--- src/rtl/rabbit_keystream_xor.sv ---
// Rabbit keystream extraction and XOR onto a 32-bit valid/ready word stream.
// Optional RABBIT_KS_PREFETCH_EN adds a spare keystream buffer for gap-free blocks.
module rabbit_keystream_xor (
    input  logic        clk,
    input  logic        rst,
    input  logic        start,
    output logic        step_req,
    input  logic        state_valid,
    input  logic [31:0] X0,
    input  logic [31:0] X1,
    input  logic [31:0] X2,
    input  logic [31:0] X3,
    input  logic [31:0] X4,
    input  logic [31:0] X5,
    input  logic [31:0] X6,
    input  logic [31:0] X7,
    input  logic        in_valid,
    output logic        in_ready,
    input  logic [31:0] in_data,
    output logic        out_valid,
    input  logic        out_ready,
    output logic [31:0] out_data,
    output logic [31:0] blk_count
);

    typedef enum logic [1:0] {
        IDLE  = 2'd0,
        FETCH = 2'd1,
        READY = 2'd2
    } state_t;

    state_t       state;
    logic [1:0]   idx;
    logic [127:0] cur_buf;
    logic [127:0] ks_new;
    logic [31:0]  ks_word;
    logic         capture;
    logic         accept;
    logic         last_accept;

`ifdef RABBIT_KS_PREFETCH_EN
    logic [127:0] spare_buf;
    logic         spare_valid;
`endif

    always_comb begin
        ks_new = {X6[31:16] ^ X1[15:0],  X6[15:0] ^ X3[31:16],
                  X4[31:16] ^ X7[15:0],  X4[15:0] ^ X1[31:16],
                  X2[31:16] ^ X5[15:0],  X2[15:0] ^ X7[31:16],
                  X0[31:16] ^ X3[15:0],  X0[15:0] ^ X5[31:16]};
    end

    always_comb begin
        ks_word = cur_buf[31:0];
        case (idx)
            2'd0: ks_word = cur_buf[31:0];
            2'd1: ks_word = cur_buf[63:32];
            2'd2: ks_word = cur_buf[95:64];
            2'd3: ks_word = cur_buf[127:96];
            default: ks_word = cur_buf[31:0];
        endcase
    end

    // start wins over everything in its cycle: no accept, no capture.
    always_comb begin
        in_ready    = (state == READY) && !start && (!out_valid || out_ready);
        accept      = in_valid && in_ready;
        last_accept = accept && (idx == 2'd3);
        capture     = state_valid && step_req && !start;
    end

    always_ff @(posedge clk or posedge rst) begin
        if (rst) begin
            out_valid <= 1'b0;
            out_data  <= '0;
        end else if (accept) begin
            out_valid <= 1'b1;
            out_data  <= in_data ^ ks_word;
        end else if (out_ready) begin
            out_valid <= 1'b0;
        end
    end

`ifdef RABBIT_KS_PREFETCH_EN
    // step_req tracks "spare empty and not IDLE"; capture fills cur in FETCH, spare otherwise.
    always_ff @(posedge clk or posedge rst) begin
        if (rst) begin
            state       <= IDLE;
            step_req    <= 1'b0;
            idx         <= '0;
            blk_count   <= '0;
            cur_buf     <= '0;
            spare_buf   <= '0;
            spare_valid <= 1'b0;
        end else if (start) begin
            state       <= FETCH;
            step_req    <= 1'b1;
            idx         <= '0;
            blk_count   <= '0;
            cur_buf     <= '0;
            spare_buf   <= '0;
            spare_valid <= 1'b0;
        end else begin
            case (state)
                FETCH: begin
                    if (capture) begin
                        cur_buf   <= ks_new;
                        idx       <= '0;
                        blk_count <= blk_count + 32'd1;
                        state     <= READY;
                    end
                end
                READY: begin
                    if (accept)
                        idx <= idx + 2'd1;
                    if (last_accept) begin
                        if (spare_valid) begin
                            cur_buf     <= spare_buf;
                            spare_valid <= 1'b0;
                            step_req    <= 1'b1;
                        end else if (capture) begin
                            cur_buf   <= ks_new;
                            blk_count <= blk_count + 32'd1;
                        end else begin
                            state    <= FETCH;
                            step_req <= 1'b1;
                        end
                    end else if (capture) begin
                        spare_buf   <= ks_new;
                        spare_valid <= 1'b1;
                        step_req    <= 1'b0;
                        blk_count   <= blk_count + 32'd1;
                    end
                end
                default: ;
            endcase
        end
    end
`else
    always_ff @(posedge clk or posedge rst) begin
        if (rst) begin
            state     <= IDLE;
            step_req  <= 1'b0;
            idx       <= '0;
            blk_count <= '0;
            cur_buf   <= '0;
        end else if (start) begin
            state     <= FETCH;
            step_req  <= 1'b1;
            idx       <= '0;
            blk_count <= '0;
            cur_buf   <= '0;
        end else begin
            case (state)
                FETCH: begin
                    if (capture) begin
                        cur_buf   <= ks_new;
                        idx       <= '0;
                        blk_count <= blk_count + 32'd1;
                        step_req  <= 1'b0;
                        state     <= READY;
                    end
                end
                READY: begin
                    if (accept)
                        idx <= idx + 2'd1;
                    if (last_accept) begin
                        state    <= FETCH;
                        step_req <= 1'b1;
                    end
                end
                default: ;
            endcase
        end
    end
`endif

endmodule

--- config.mk ---
export PLATFORM = sky130hd
export DESIGN_NAME = rabbit_keystream_xor
export DESIGN_NICKNAME = d
export VERILOG_FILES = /design/src/rtl/rabbit_keystream_xor.sv
export SDC_FILE = /design/constraint.sdc
export NUM_CORES = 1
export LEC_CHECK = 0
export CAP_MARGIN = 10
export CORE_ASPECT_RATIO = 1.25
export CORE_UTILIZATION = 40
export CTS_BUF_LIST = sky130_fd_sc_hd__clkbuf_16
export CTS_CLUSTER_SIZE = 30
export DETAILED_ROUTE_END_ITERATION = 7
export PLACE_DENSITY = 0.73
export SLEW_MARGIN = 10
export SYNTH_ARGS = -nofsm -noshare
export SYNTH_HDL_FRONTEND = slang
export SYNTH_SLANG_ARGS = --single-unit
export TNS_END_PERCENT = 50
--- constraint.sdc ---
create_clock -name clk -period 14.8 [get_ports clk]
set_input_delay 3.7 -clock clk [delete_from_list [all_inputs] [get_ports clk]]
set_output_delay 3.7 -clock clk [all_outputs]
set_load 0.1 [all_outputs]
# --- Word level (Yosys, flattened, before mapping) ---
# Index checks and enable logic that the tools add are counted.
# W data, S select, Z words.
op_classes:
  n_addsub: 2
  n_eq_ne: 8
  mux: 21
  bitwise_logic: 9
  n_reduce_logical: 17
ops:
  columns: ["cell", "count"]
  rows:
  - ["$mux W128", 3]
  - ["$pmux W32 S4", 1]
  - ["$xor A16 B16 Y16", 8]
  - ["$mux W32", 3]
  - ["$add A32 B1 Y32 const B", 1]
  - ["$xor A32 B32 Y32", 1]
  - ["$mux W2", 6]
  - ["$ne A3 B3 Y1 const B", 3]
  - ["$pmux W2 S2", 2]
  - ["$eq A2 B2 Y1 const B", 3]
  - ["$logic_and A1 B1 Y1", 6]
  - ["$reduce_and A3 Y1", 2]
  - ["$reduce_bool A2 Y1", 3]
  - ["$mux W1", 5]
  - ["$eq A2 B1 Y1 const B", 2]
  - ["$reduce_bool A3 Y1", 1]
  - ["$add A2 B1 Y2 const B", 1]
  - ["$logic_not A1 Y1", 2]
  - ["$logic_not A2 Y1", 1]
  - ["$pmux W1 S2", 1]
  - ["$reduce_and A2 Y1", 1]
  - ["$logic_or A1 B1 Y1", 1]
totals:
  regBits: 198
  inputBits: 294
  output_inout_bits: 67
  elab_cells: 64

# --- Longest topological paths before layout ---
logic_depth:
  depth_word: 8
  mapped_depth: 8
  depth_no_buf: 6

# --- Worst setup path before layout ---
# OpenSTA, ideal clock, no wires.
synth_path:
  path_type: "in2out"
  from: "in start"
  to: "out in_ready"
  arrival_ns: 6.094
  t_required_ns: 11.100
  setup_slack_ns: 5.006
  path_stages: 3
  n_path_buf: 2
  cell_sequence: "buf_2 -> buf_2 -> nor3_1"
synth_between:
  elab_chain_len: 3
synth_rtl:
  columns: ["element", "line_no", "rtl"]
  rows:
  - ["start: declaration", "6", "input logic start,"]
  - ["$logic_not A1 Y1", "66", "in_ready = (state == READY) && !start && (!out_valid || out_ready);"]
  - ["$logic_and A1 B1 Y1 (2 in series)", "66", null]
  - ["end: declaration", "18", "output logic in_ready,"]
# Every way passes these cells.

# --- Final worst setup path ---
layout_path:
  from: "in out_ready"
  to: "out in_ready"
layout_between:
  elab_chain_len: 2
layout_rtl:
  columns: ["element", "line_no", "rtl"]
  rows:
  - ["start: declaration", "21", "input logic out_ready,"]
  - ["$logic_or A1 B1 Y1", "66", null]
  - ["$logic_and A1 B1 Y1", "66", null]
# Every way passes these cells.

==> flow_metrics.py <==
metrics = {
    "setup_path": {
        "cp-end-kind": "output port",
        "crit_required_ns": 11.10,
        "crit_fanout": 3,
        "critPathLaunchType": "primary input",
        "cp.arrival_ns": 5.56,
        "path_class": "in -> out",
    },
    "timing": {
        "hold_ws_ns": 0.527,
        "worst_slew_pin_slew_ns": 1.06,
        "rsz0062_at_grt": "no",
        "finalSetupViolCount": 0,
        "fin_crit_sh_pct": 62.5,
        "finalHoldViolCount": 0,
        "max_freq_ghz": 0.108,
        "drv_slew": 0,
        "finClkSkew_ns": 0.0102,
        "fin_setup_tns_ns": 0,
        "relSlewSlack_pct": 29.1,
        "layout_min_cycle_time_ns": 9.26,
    },
    "drt": {
        "wl_per_cell_um": 17.2,
        "viasPerCell": 5.20,
        "vias": 8654,
        "firstDrtPassIters": 5,
        "drcViolationCount": 0,
        "antenna_left": 0,
        "routed_wl_um": 28600,
        "first_iter_violations": 571,
    },
    "place": {
        "portBuffers": 360,
        "gp_congestion": 0.812,
        "placed_area_um2": 13900,
        "dp_cells": 1633,
        "dpl.hpwl_um": 20400,
    },
    "pwr": {
        "finalPower_w": 0.00185,
        "p_comb_share_pct": 38.8,
        "p_per_area_nw_per_um2": 128,
        "pwr-share-seq_pct": 36.6,
        "irDropWorstVdd_v": 0.0000755,
        "p_sw_w": 0.000753,
        "switching_share_pct": 40.7,
        "intPower_w": 0.00110,
        "power.leakage_nw": 5.44,
        "clkPwrFrac_pct": 24.6,
    },
    "clocking": {
        "cts_max_path_buffers": 2,
        "cts_tree": "done",
        "clock_latency_ns": 0.43,
        "cts_root_buf": "clkbuf_16",
        "cts_resized": 0,
        "cts.sinks": 198,
        "post-cts-setup-buffer-count": 0,
        "cts_buffers": 17,
        "cts_max_level": 4,
        "path_clk_slew_ns": 0.07,
        "holdBufCountCts": 0,
    },
    "logic_synthesis": {
        "netlist.area_leader.share_pct": 48.9,
        "synth_cells": 1018,
        "synth-async-reset-ratio_pct": 100,
        "ys_top_cells_by_area": "dfrtp_1 49%, xnor2_1 14%, a211oi_1 9.6%",
        "yosysMostFrequentCell": "dfrtp_1",
        "synth_seq_cells": 198,
        "ys_warn_count": 0,
        "syn_nets": 1317,
        "synth.distinct_cells": 40,
        "synth_common_cells": "198 x dfrtp_1, 176 x nor2_1, 161 x xnor2_1",
        "avgSynthCellArea_um2": 9.95,
        "ys_seq_area_share_pct": 48.9,
        "syn_area_um2": 10100,
        "synth-edff-count": 0,
        "yosysTopAreaCell": "dfrtp_1",
        "ys.flop_type": "dfrtp_1",
    },
    "layout": {
        "area_growth_syn_to_layout_pct": 42.5,
        "final_area_um2": 14400,
        "layoutNonFillerInstCount": 1665,
        "drive_gt1_share_pct": 4.12,
        "antenna_cells": 0,
        "nets": 1621,
    },
    "global_routing": {
        "antenna_found_initial": 2,
        "first_global_vias": 8731,
        "grt_use_total_pct": 22.2,
        "overflow": 0,
        "grt_pass1_wl_um": 45000,
        "grt_max_degree": 138,
    },
    "die": {
        "io_pins": 361,
        "die_w_um": 144,
        "die_area_um2": 26000,
        "dieHeight_um": 180,
        "core_um2": 24700,
        "std_cell_rows": 64,
        "start_util_pct": 41.1,
    },
    "run_status": {
        "outcome": "finished, final reports clean",
    },
    "job": {
        "maxCapViolations": 0,
    },
    "min_path": {
        "min_path_type": "reg -> reg",
    },
}
==> cell families (layout without fill, tap and decap cells) <==
kind of cell / Yosys count / in the layout / share of synthesized area (%)
simple gates: 288 / 288 / 12.8
compound gates: 267 / 267 / 18.7
flops: 198 / 198 / 48.9
xor+xnor: 169 / 169 / 14.6
buf+inv: 85 / 402 / 3.65
mux: 6 / 6 / 0.667
fa+ha+maj: 5 / 5 / 0.618
==> layout by cell type (no fill, tap or decap), types with 17 or more instances in the layout <==
master	instances
xnor2_1	161
o21ai_0	39
a222oi_1	32
a211oi_1	129
dfrtp_1	198
nand2_1	46
clkbuf_16	17
a21oi_1	52
nor2_1	176
clkdlybuf4s50_1	359
==> stage by stage <==
stage          util, %  setup slack (ns)
6_report          58.5              5.54
5_1_grt           58.5              5.48
4_1_cts           58.5              5.55
3_5_place_dp      56.2              5.56
3_3_place_gp      56.2              5.56
2_1_floorplan        -              5.01
==> critical path: stages <==
cell             delay, ns
clkdlybuf4s50_1       0.46
nor2b_1               0.08
nor3_1                0.15
clkdlybuf4s50_1       1.16
==> final cells by class <==
| cell class | instances | area [µm²] |
|---|---|---|
| Sequential cell | 198 | 4950 |
| Fill cell | 2233 | 10200 |
| Clock buffer | 17 | 425 |
| Clock inverter | 15 | 146 |
| Timing Repair Buffer | 366 | 3650 |
| Tap cell | 330 | 413 |
| Multi-Input combinational cell | 735 | 4810 |
| Inverter | 4 | 22.5 |
==> final timing paths <==
path	end	startpoint	slack, ns	depth (start not counted)
worst max-delay path	in_ready	out_ready	5.54	4
worst max register to register	blk_count[31]$_DFFE_PP0P_	state[1]$_DFFE_PP0P_	11.64	5
worst min register to register	out_data[1]$_DFFE_PP0P_	out_data[1]$_DFFE_PP0P_	0.53	2
min in group asynchronous	cur_buf[91]$_DFFE_PP0P_	rst	3.88	2
max in group asynchronous	cur_buf[32]$_DFFE_PP0P_	rst	9.50	3
worst min-delay path	out_data[1]$_DFFE_PP0P_	out_data[1]$_DFFE_PP0P_	0.53	2
==> flip-flops by register name, summed over array words and instances (netlist names) <==
| name | cells |
|---|---|
| step_req | 1 |
| blk_count | 32 |
| state | 2 |
| out_valid | 1 |
| idx | 2 |
| out_data | 32 |
| cur_buf | 128 |
==> routing by layer <==
metal  GRT usage [%]  wire (µm)  vias up  part of all wire [%]
met3            4.16       1620       33                   5.7
met1            27.7      11700     4094                    41
li1                -          -     4240                     -
met2            38.8      14800      283                    52
met5               0         23        -                 0.080
met4            6.06        478        4                   1.7
==> power by group through the flow <==
stage                     registers [W]  logic, W  clock network [W]
final                          0.000678  0.000719           0.000455
after global routing           0.000688  0.000761           0.000484
after CTS                      0.000677  0.000724           0.000463
after detailed placement       0.000688  0.000722                  0
after global placement         0.000683  0.000715                  0
after floorplan                0.000980  0.000200                  0
(Power assumes the default switching activity.)
